`config.mk`:
```
export PLATFORM = sky130hd
export DESIGN_NAME = output_layer_accumulator
export DESIGN_NICKNAME = d
export VERILOG_FILES = /design/src/rtl/output_layer_pkg.sv /design/src/rtl/output_mac_lane.sv /design/src/rtl/output_layer_accumulator.sv
export SDC_FILE = /design/constraint.sdc
export NUM_CORES = 2
export LEC_CHECK = 0
export BUFFER_PORTS_ARGS = -buffer_cell sky130_fd_sc_hd__buf_2
export CAP_MARGIN = 5
export CORE_ASPECT_RATIO = 1.5
export CORE_MARGIN = 1.5
export CORE_UTILIZATION = 71
export DETAILED_ROUTE_END_ITERATION = 7
export PLACE_DENSITY = 0.86
export SETUP_SLACK_MARGIN = 0.1
export SLEW_MARGIN = 20
export SYNTH_ARGS = -nofsm -noshare
export SYNTH_HDL_FRONTEND = slang
export SYNTH_SLANG_ARGS = --single-unit
```
`constraint.sdc`:
```
create_clock -name clk -period 23.7 [get_ports clk]
set_input_delay 3.555 -clock clk [delete_from_list [all_inputs] [get_ports clk]]
set_output_delay 3.555 -clock clk [all_outputs]
set_load 0.005 [all_outputs]
```
`src/rtl/output_layer_pkg.sv`:
```
// Shared constants for the output-layer accumulator: class count, widths
// and the FSM state encoding.
package output_layer_pkg;

  localparam int unsigned N_OUT   = 10;
  localparam int unsigned CLASS_W = 4;
  localparam int unsigned SEL_W   = 32;

  localparam logic [1:0] ST_IDLE   = 2'd0;
  localparam logic [1:0] ST_ACCUM  = 2'd1;
  localparam logic [1:0] ST_ARGMAX = 2'd2;
  localparam logic [1:0] ST_DONE   = 2'd3;

endpackage

```
`src/rtl/output_mac_lane.sv`:
```
// One multiply-accumulate lane: unsigned activation x signed weight, added
// into a signed accumulator. Optional macro ACC_SAT_EN selects saturating
// adds; without it the accumulator wraps in two's complement.
module output_mac_lane #(
  parameter int unsigned ACT_WIDTH = 8,
  parameter int unsigned W_WIDTH   = 8,
  parameter int unsigned ACC_WIDTH = 24
) (
  input  logic                        clk,
  input  logic                        rst_n,
  input  logic                        clear,
  input  logic                        en,
  input  logic        [ACT_WIDTH-1:0] act,
  input  logic signed [W_WIDTH-1:0]   weight,
  output logic signed [ACC_WIDTH-1:0] acc
);

  localparam int unsigned PROD_W = ACT_WIDTH + W_WIDTH;

  logic signed [PROD_W-1:0]    prod;
  logic signed [ACC_WIDTH-1:0] prod_ext;
  logic signed [ACC_WIDTH-1:0] next_acc;

  // Activation gets a zero sign bit so the multiply stays signed.
  assign prod     = $signed({1'b0, act}) * weight;
  assign prod_ext = ACC_WIDTH'(prod);

`ifdef ACC_SAT_EN
  logic [ACC_WIDTH:0] sum_full;

  // Saturating add: one guard bit detects overflow, clamp to the range ends.
  always_comb begin
    sum_full = {acc[ACC_WIDTH-1], acc} + {prod_ext[ACC_WIDTH-1], prod_ext};
    if (sum_full[ACC_WIDTH] != sum_full[ACC_WIDTH-1]) begin
      next_acc = sum_full[ACC_WIDTH] ? {1'b1, {(ACC_WIDTH-1){1'b0}}}
                                     : {1'b0, {(ACC_WIDTH-1){1'b1}}};
    end else begin
      next_acc = sum_full[ACC_WIDTH-1:0];
    end
  end
`else
  assign next_acc = acc + prod_ext;
`endif

  // Accumulator register: reset and clear dominate, otherwise add on enable.
  always_ff @(posedge clk) begin
    if (!rst_n) begin
      acc <= '0;
    end else if (clear) begin
      acc <= '0;
    end else if (en) begin
      acc <= next_acc;
    end
  end

endmodule

```
`src/rtl/output_layer_accumulator.sv`:
```
// Output-layer compute stage: walks N_HIDDEN weight rows, accumulates ten
// class scores from the activation stream, then scans them for the argmax.
// Optional macro ACC_SAT_EN (in output_mac_lane) makes the lanes saturate.
module output_layer_accumulator
  import output_layer_pkg::*;
#(
  parameter int unsigned N_HIDDEN  = 30,
  parameter int unsigned ACT_WIDTH = 8,
  parameter int unsigned W_WIDTH   = 8,
  parameter int unsigned ACC_WIDTH = 24
) (
  input  logic                      clk,
  input  logic                      rst_n,
  input  logic                      start,
  input  logic                      act_valid,
  input  logic        [ACT_WIDTH-1:0] act_data,
  output logic                      act_ready,
  output logic        [SEL_W-1:0]   weight_sel,
  input  logic signed [W_WIDTH-1:0] w0,
  input  logic signed [W_WIDTH-1:0] w1,
  input  logic signed [W_WIDTH-1:0] w2,
  input  logic signed [W_WIDTH-1:0] w3,
  input  logic signed [W_WIDTH-1:0] w4,
  input  logic signed [W_WIDTH-1:0] w5,
  input  logic signed [W_WIDTH-1:0] w6,
  input  logic signed [W_WIDTH-1:0] w7,
  input  logic signed [W_WIDTH-1:0] w8,
  input  logic signed [W_WIDTH-1:0] w9,
  output logic                      busy,
  output logic                      done,
  output logic        [CLASS_W-1:0] class_idx
);

  localparam int unsigned ROW_W = (N_HIDDEN > 1) ? $clog2(N_HIDDEN) : 1;

  logic [1:0]                  state;
  logic [ROW_W-1:0]            row;
  logic [CLASS_W-1:0]          scan_idx;
  logic [CLASS_W-1:0]          best_idx;
  logic signed [ACC_WIDTH-1:0] best_val;
  logic signed [ACC_WIDTH-1:0] cand;
  logic [CLASS_W-1:0]          pick_idx;
  logic                        take;
  logic                        beat;
  logic                        clear;

  logic signed [W_WIDTH-1:0]   weights [N_OUT];
  logic signed [ACC_WIDTH-1:0] acc     [N_OUT];

  assign weights[0] = w0;
  assign weights[1] = w1;
  assign weights[2] = w2;
  assign weights[3] = w3;
  assign weights[4] = w4;
  assign weights[5] = w5;
  assign weights[6] = w6;
  assign weights[7] = w7;
  assign weights[8] = w8;
  assign weights[9] = w9;

  assign act_ready  = (state == ST_ACCUM);
  assign busy       = (state == ST_ACCUM) || (state == ST_ARGMAX);
  assign done       = (state == ST_DONE);
  assign weight_sel = SEL_W'(row);
  assign beat       = act_valid && (state == ST_ACCUM);
  assign clear      = start && (state == ST_IDLE);

  for (genvar k = 0; k < N_OUT; k++) begin : gen_lane
    output_mac_lane #(
      .ACT_WIDTH (ACT_WIDTH),
      .W_WIDTH   (W_WIDTH),
      .ACC_WIDTH (ACC_WIDTH)
    ) u_lane (
      .clk    (clk),
      .rst_n  (rst_n),
      .clear  (clear),
      .en     (beat),
      .act    (act_data),
      .weight (weights[k]),
      .acc    (acc[k])
    );
  end

  // Argmax candidate: lane under scan, and whether it beats the running best
  // (first lane always taken; strict '>' keeps the lowest index on ties).
  always_comb begin
    cand = '0;
    for (int unsigned k = 0; k < N_OUT; k++) begin
      if (scan_idx == CLASS_W'(k)) cand = acc[k];
    end
    take     = (scan_idx == '0) || (cand > best_val);
    pick_idx = take ? scan_idx : best_idx;
  end

  // Control FSM with row counter and sequential argmax scan.
  always_ff @(posedge clk) begin
    if (!rst_n) begin
      state     <= ST_IDLE;
      row       <= '0;
      scan_idx  <= '0;
      best_idx  <= '0;
      best_val  <= '0;
      class_idx <= '0;
    end else begin
      case (state)
        ST_IDLE: begin
          if (start) begin
            state <= ST_ACCUM;
            row   <= '0;
          end
        end
        ST_ACCUM: begin
          if (act_valid) begin
            if (row == ROW_W'(N_HIDDEN - 1)) begin
              row      <= '0;
              scan_idx <= '0;
              state    <= ST_ARGMAX;
            end else begin
              row <= row + ROW_W'(1);
            end
          end
        end
        ST_ARGMAX: begin
          if (take) begin
            best_val <= cand;
            best_idx <= scan_idx;
          end
          if (scan_idx == CLASS_W'(N_OUT - 1)) begin
            class_idx <= pick_idx;
            state     <= ST_DONE;
          end else begin
            scan_idx <= scan_idx + CLASS_W'(1);
          end
        end
        ST_DONE: state <= ST_IDLE;
        default: state <= ST_IDLE;
      endcase
    end
  end

endmodule

```
After elaboration in Yosys (flattened, before gate mapping) --
Cells that the tools add are included.
Word-level totals: register bits 283, bits in latches 0, bits in writable memories 0, ROM bits 0, memories 0
Operators by class: $add $sub $neg 12, $mul 10, divide/modulo/power cells 0, magnitude comparators 1, equality and inequality tests 18, shift-type cells 0, muxes and demuxes 24, bitwise gates (word level) 1, reductions and logical operators 14
Operators by type and width (number):
- $add 24x16->24 | 10
- $mux 24 | 10
- $mul 9x8->16 | 10
- $gt 24x24->1 | 1
- $eq 4x3->1 const B | 4
- $mux 4 | 4
- $mux 5 | 3
- $pmux 5 s2 | 1
- $eq 4x2->1 const B | 2
- $eq 4x4->1 const B | 2
- $mux 2 | 4
- $pmux 2 s4 | 1
- $pmux 4 s2 | 1
- $reduce_and 4->1 | 2
- $ne 2x2->1 const B | 3
- $add 5x1->5 const B | 1
- $eq 5x5->1 const B | 1
- $add 4x1->4 const B | 1
- $eq 2x2->1 const B | 2
- $eq 4x1->1 const B | 1
- $logic_not 4->1 | 1
- $ne 2x1->1 const B | 2
- $reduce_and 2->1 | 2
- $reduce_bool 2->1 | 2
- other kinds (7) | 9

Logic depth before layout (Yosys ltp) --
depth in word-level cells 14, gate-level depth with buffers 35, depth with buffers taken out 33

Hierarchy --
A second synthesis with hierarchy kept.
Unflattened totals: cell total of the unflattened synthesis 5723, area total of the unflattened synthesis 47769.6 um2
Modules (own cells, without submodules):
- output_mac_lane at gen_lane[5].u_lane ... | instances 3, cells each 512, area an instance 4279.1 um2
- output_mac_lane at gen_lane[0].u_lane ... | instances 3, cells each 484, area an instance 4111.4 um2
- output_layer_accumulator | instances 1, cells each 778, area an instance 5998.3 um2
- output_mac_lane at gen_lane[4].u_lane | instances 1, cells each 500, area an instance 4195.3 um2
- output_mac_lane at gen_lane[8].u_lane | instances 1, cells each 494, area an instance 4180.3 um2
- output_mac_lane at gen_lane[3].u_lane | instances 1, cells each 488, area an instance 4131.5 um2
- output_mac_lane at gen_lane[9].u_lane | instances 1, cells each 475, area an instance 4092.7 um2

Worst setup path after synthesis --
OpenSTA, ideal clock, no wires.
kind in2reg, from input act_data[5], to register gen_lane[8].u_lane.acc[23], arrival time 10.039 ns, data required time 23.630 ns, path slack 13.590 ns, stages 31, cell sequence clkbuf_1 > clkbuf_1 > nand2_1 > fa_1 > fa_1 > inv_1 > fa_1 > inv_1 > fa_1 > inv_1 > ha_1 > a21oi_1 > nor2b_1 > o21ai_0 > nand2b_1 > a21oi_1 > nor2b_1 > nor2_1 > xnor2_1 > ha_1 > and3_1 > and3_1 > a32o_1 > a211oi_2 > a21oi_1 > a41o_1 > o41a_1 > a211oi_2 > xor2_1 > or3_1 > a21oi_1
On the way: longest elaborated chain between the ends 2
Ends and longest elaborated chain:
- start, declared | line output_layer_accumulator.sv:16 | input logic [ACT_WIDTH-1:0] act_data,
- $mul 9x8->16 | line output_mac_lane.sv:25 | assign prod = $signed({1'b0, act}) * weight;
- $add 24x16->24 | line output_mac_lane.sv:42 | assign next_acc = acc + prod_ext;
- end signal, assigned | line output_mac_lane.sv:52 | acc <= next_acc;
- end, declared | line output_mac_lane.sv:15 | output logic signed [ACC_WIDTH-1:0] acc
Every way passes these cells. A chain may end at the register's enable or synchronous reset.

Final worst setup path --
from input act_data[7], to register gen_lane[5].u_lane.acc[23]
On the way: longest elaborated chain between the ends 2
Ends and longest elaborated chain (line):
- $mul 9x8->16 | output_mac_lane.sv:25
- $add 24x16->24 | output_mac_lane.sv:42
- end signal, assigned | output_mac_lane.sv:52
- end, declared | output_mac_lane.sv:15
Every way passes these cells.

==> flow_summary_export.csv <==
group,metric,value,unit
outcome,run_status,"finished clean",
layout,final_util,75.2,%
timing,hold_viol_final,0,
floorplanning,die_w,206,um
grt,global_route.overflow_total,0,
power,p_int,2210,uW
route,antenna_violating_nets_left,0,
placement,gp_routability_congestion,0.974,
yosys,synthDistinctLibCells,77,
yosys,synth_top_cell_area_share,19.6,%
timing,rsz0062_at_grt,"false",
power,seqPwrFrac,13.0,%
timing,fmaxAchievable,92.3,MHz
grt,grt_pass1_wl,187000,um
layout,final_layout_size_suffix_gt1_share,4.60,%
clock_network,clock_path_buffers,3,
power,max-vdd-ir-drop,0.0991,mV
setup_path,worst-path-max-fanout,55,
yosys,synthesis.area_per_instance,8.09,sq um
hold_path,min_path_type,"flip-flop to flip-flop",
route,route.detailed.vias_per_inst,6.15,
route,avgRoutedWirePerCell,18.9,um
yosys,post_synth_inst_count,5412,
power,power_density,100,nW/um^2
route,first_pass_iters,6,
timing,timing_worst_slew_pin_value,1.15,ns
timing,hold_ws,0.448,ns
run,maxCapViolCount,0,
timing,slew_viol_final,0,
setup_path,cp_capture_type,"flip-flop",
clock_network,cts_bufs_inserted,35,
yosys,synth.yosys.seq_area_share,12.9,%
floorplanning,floorplan.initialDensity,71.7,%
power,power.net_switching,2410,uW
placement,place.port_buffers,103,
clock_network,cts_setup_buffers,0,
placement,dpl.cell_count,6139,
placement,dp_hpwl,89900,um
power,netSwitchingFraction,52.1,%
setup_path,critical_setup_path_class,"primary input to flip-flop",
timing,timing.slew.headroom,23.1,%
clock_network,cts_hold_buf,0,
layout,filler_cell_count,4495,
route,drc_violations_left,0,
layout,area_growth,4.87,%
yosys,synthDominantAreaCellType,"sky130_fd_sc_hd__ha_1",
route,route.final.wire_length,117000,um
clock_network,clockRootBuffer,"sky130_fd_sc_hd__clkbuf_16",
timing,post-route-min-period,10.83,ns
grt,antenna_found_initial,3,
floorplanning,die-height,307,um
clock_network,clkSlewWorstSetupHoldPaths,0.06,ns
floorplanning,fp.dieArea,63200,sq um
setup_path,worstPathRequired,24.15,ns
timing,clock-skew-final,0.0167,ns
clock_network,htree_num_levels,2,
grt,grt_util_all_layers,37.1,%
grt,grt_max_degree,92,
setup_path,cp.arrival,11.28,ns
power,total_leakage_power,0.0230,uW
clock_network,clkLatencyLatePin,0.52,ns
clock_network,cts_resized,0,
yosys,synth-edff-count,0,
floorplanning,std_cell_rows,111,
layout,final_cell_count_no_fill,6202,
power,power_frac_comb,74.7,%
timing,fin_crit_sh,45.7,%
grt,first_global_vias,39400,
yosys,synth_top_flop_cell,"sky130_fd_sc_hd__dfxtp_1",
yosys,synth-async-reset-ratio,0,%
timing,setup_total_negative_slack,0,ns
route,route.vias.total,38100,
clock_network,cts_tree,"done",
floorplanning,pin_count,131,
yosys,synthesis.yosys.warnings,0,
yosys,flops_latches_synth,283,
yosys,synth_area,43800,sq um
power,pwr-share-clk,12.3,%
layout,fin_nets,6542,
clock_network,cts.sinks,283,
timing,setup_violators_final,0,
setup_path,crit_path_start_kind,"primary input",
floorplanning,core-area,61100,sq um
yosys,netlist_top_cells_area,"sky130_fd_sc_hd__ha_1 (20%), sky130_fd_sc_hd__fa_1 (17%), sky130_fd_sc_hd__dfxtp_1 (13%)",
route,drt-initial-drc-count,2304,
==> registers in the layout, summed over array words and instances, names as in the netlist <==
| signal | cells |
|---|---|
| row | 5 |
| gen_lane.u_lane.acc | 240 |
| best_val | 24 |
| state | 2 |
| class_idx | 4 |
| best_idx | 4 |
| scan_idx | 4 |
==> cell usage after synthesis (8+ instances only) <==
| master | number |
|---|---|
| sky130_fd_sc_hd__ha_1 | 685 |
| sky130_fd_sc_hd__inv_1 | 642 |
| sky130_fd_sc_hd__nand2_1 | 624 |
| sky130_fd_sc_hd__a21oi_1 | 421 |
| sky130_fd_sc_hd__and2_1 | 421 |
| sky130_fd_sc_hd__fa_1 | 380 |
| sky130_fd_sc_hd__nor2_1 | 297 |
| sky130_fd_sc_hd__dfxtp_1 | 283 |
| sky130_fd_sc_hd__xnor2_1 | 218 |
| sky130_fd_sc_hd__clkbuf_1 | 174 |
| sky130_fd_sc_hd__o21ai_0 | 158 |
| sky130_fd_sc_hd__a21o_1 | 134 |
| sky130_fd_sc_hd__xor2_1 | 103 |
| sky130_fd_sc_hd__nand3_1 | 81 |
| sky130_fd_sc_hd__nor3_1 | 73 |
| sky130_fd_sc_hd__nand2b_1 | 63 |
| sky130_fd_sc_hd__a211oi_1 | 48 |
| sky130_fd_sc_hd__nor2b_1 | 47 |
| sky130_fd_sc_hd__o21a_1 | 42 |
| sky130_fd_sc_hd__o21bai_1 | 42 |
| sky130_fd_sc_hd__and3_1 | 32 |
| sky130_fd_sc_hd__o211ai_1 | 32 |
| sky130_fd_sc_hd__a31oi_1 | 31 |
| sky130_fd_sc_hd__or3_1 | 28 |
| sky130_fd_sc_hd__a22oi_1 | 27 |
| sky130_fd_sc_hd__buf_4 | 27 |
| sky130_fd_sc_hd__nand4_1 | 21 |
| sky130_fd_sc_hd__or2_2 | 17 |
| sky130_fd_sc_hd__a221oi_1 | 16 |
| sky130_fd_sc_hd__a221o_1 | 14 |
| sky130_fd_sc_hd__o21ai_1 | 14 |
| sky130_fd_sc_hd__o31ai_1 | 14 |
| sky130_fd_sc_hd__o22ai_1 | 13 |
| sky130_fd_sc_hd__a222oi_1 | 12 |
| sky130_fd_sc_hd__o21ai_2 | 12 |
| sky130_fd_sc_hd__a311oi_1 | 10 |
| sky130_fd_sc_hd__buf_2 | 10 |
| sky130_fd_sc_hd__a41o_1 | 9 |
| sky130_fd_sc_hd__a41oi_1 | 9 |
| sky130_fd_sc_hd__buf_1 | 9 |
| sky130_fd_sc_hd__nand3b_1 | 9 |
| sky130_fd_sc_hd__mux2i_1 | 8 |
| sky130_fd_sc_hd__o41ai_1 | 8 |
==> cell usage in the layout, fill, tap and decap left out, types with 16 or more instances in the layout <==
master	Yosys	routed
sky130_fd_sc_hd__xor2_1	103	103
sky130_fd_sc_hd__and2_1	421	420
sky130_fd_sc_hd__nor2_1	297	296
sky130_fd_sc_hd__o21bai_1	42	42
sky130_fd_sc_hd__buf_2	10	102
sky130_fd_sc_hd__and3_1	32	32
sky130_fd_sc_hd__o21ai_0	158	158
sky130_fd_sc_hd__or3_1	28	28
sky130_fd_sc_hd__nor2b_1	47	47
sky130_fd_sc_hd__a21oi_1	421	421
sky130_fd_sc_hd__conb_1	1	27
sky130_fd_sc_hd__a221oi_1	16	16
sky130_fd_sc_hd__ha_1	685	685
sky130_fd_sc_hd__a22oi_1	27	27
sky130_fd_sc_hd__a31oi_1	31	31
sky130_fd_sc_hd__fa_1	380	380
sky130_fd_sc_hd__nor3_1	73	73
sky130_fd_sc_hd__clkbuf_16	0	37
sky130_fd_sc_hd__o21a_1	42	42
sky130_fd_sc_hd__a211oi_1	48	48
sky130_fd_sc_hd__a21o_1	134	134
sky130_fd_sc_hd__nand2b_1	63	63
sky130_fd_sc_hd__nand2_1	624	622
sky130_fd_sc_hd__nand3_1	81	81
sky130_fd_sc_hd__dfxtp_1	283	283
sky130_fd_sc_hd__o211ai_1	32	32
sky130_fd_sc_hd__or2_2	17	17
sky130_fd_sc_hd__xnor2_1	218	214
sky130_fd_sc_hd__inv_1	642	642
sky130_fd_sc_hd__buf_4	27	33
sky130_fd_sc_hd__nand4_1	21	21
==> metrics by stage <==
stage	cell area (sq um)	setup WS [ns]	power, uW
6_report	45900	12.87	4610
4_1_cts	45900	13.01	4550
5_1_grt	45900	12.41	4940
2_1_floorplan	43900	13.59	3050
3_5_place_dp	44700	12.49	3950
3_3_place_gp	44700	12.66	3860
==> worst max-delay path, cell delays in order <==
cell,delay (ns)
sky130_fd_sc_hd__buf_2,0.40
sky130_fd_sc_hd__buf_4,0.58
sky130_fd_sc_hd__nand2_1,0.16
sky130_fd_sc_hd__fa_1,0.51
sky130_fd_sc_hd__fa_1,0.51
sky130_fd_sc_hd__inv_1,0.05
sky130_fd_sc_hd__fa_1,0.53
sky130_fd_sc_hd__inv_1,0.05
sky130_fd_sc_hd__fa_1,0.49
sky130_fd_sc_hd__inv_1,0.04
sky130_fd_sc_hd__ha_1,0.31
sky130_fd_sc_hd__nor2b_1,0.15
sky130_fd_sc_hd__o21a_1,0.20
sky130_fd_sc_hd__o31ai_1,0.25
sky130_fd_sc_hd__o21ai_0,0.18
sky130_fd_sc_hd__o41ai_1,0.36
sky130_fd_sc_hd__xnor2_1,0.45
sky130_fd_sc_hd__inv_1,0.38
sky130_fd_sc_hd__ha_1,0.46
sky130_fd_sc_hd__nor2b_1,0.16
sky130_fd_sc_hd__o21ai_0,0.14
sky130_fd_sc_hd__nand2_1,0.08
sky130_fd_sc_hd__a41oi_1,0.26
sky130_fd_sc_hd__a21oi_1,0.18
sky130_fd_sc_hd__a31oi_1,0.24
sky130_fd_sc_hd__xnor2_1,0.10
sky130_fd_sc_hd__or3_1,0.33
sky130_fd_sc_hd__a21oi_1,0.14
==> power by group through the flow <==
stage	registers, uW	logic, uW	clock network (uW)
after floorplan	586	2460	0
after global placement	604	3250	0
after detailed placement	606	3350	0
after CTS	597	3380	568
after global routing	606	3750	586
final	599	3450	567
==> area by class of cell <==
type / count / area (sq um) / area share (%)
well taps: 791 / 990 / 2.15
clock buffers: 52 / 1080 / 2.36
flip-flops and latches: 283 / 5670 / 12.3
clock inverters: 10 / 130 / 0.283
repair buffers: 135 / 758 / 1.65
inverters: 642 / 2410 / 5.25
multi-input cells: 4288 / 34900 / 76.0
diodes: 1 / 2.50 / 0.00545
==> cells by family (layout without fill, tap and decap cells) <==
logic type               count (synthesis)  count (layout)  synth area share [%]
AND/OR/NAND/NOR                       1733            1733                  19.2
AO/OA/AOI/OAI                         1134            1134                  16.6
adder cells (fa/ha/maj)               1065            1065                  36.9
buffers and inverters                  867             839                  7.77
XOR/XNOR                               321             321                  6.42
flip-flops                             283             283                  12.9
multiplexers                             8               8                 0.183
other                                    1              28               0.00856
==> worst paths after layout <==
path                              from  cells past startpoint                                      end  slack, ns
max                        act_data[7]                     28  gen_lane[5].u_lane.acc[23]$_SDFFE_PP0P_      12.87
min          best_val[18]$_SDFFE_PN0P_                      2                best_val[18]$_SDFFE_PN0P_       0.45
max reg2reg   scan_idx[1]$_SDFFE_PN0P_                     23                 best_val[0]$_SDFFE_PN0P_      17.34
min reg2reg  best_val[18]$_SDFFE_PN0P_                      2                best_val[18]$_SDFFE_PN0P_       0.45
==> metal layers <==
| layer | routed length, um | track usage, % | vias up |
|---|---|---|---|
| li1 | - | - | 18000 |
| met1 | 40300 | 36.8 | 18400 |
| met2 | 58500 | 66.3 | 1219 |
| met3 | 5560 | 4.56 | 514 |
| met4 | 12800 | 34.6 | 4 |
| met5 | 32 | 0 | - |
(Power assumes the default switching activity.)
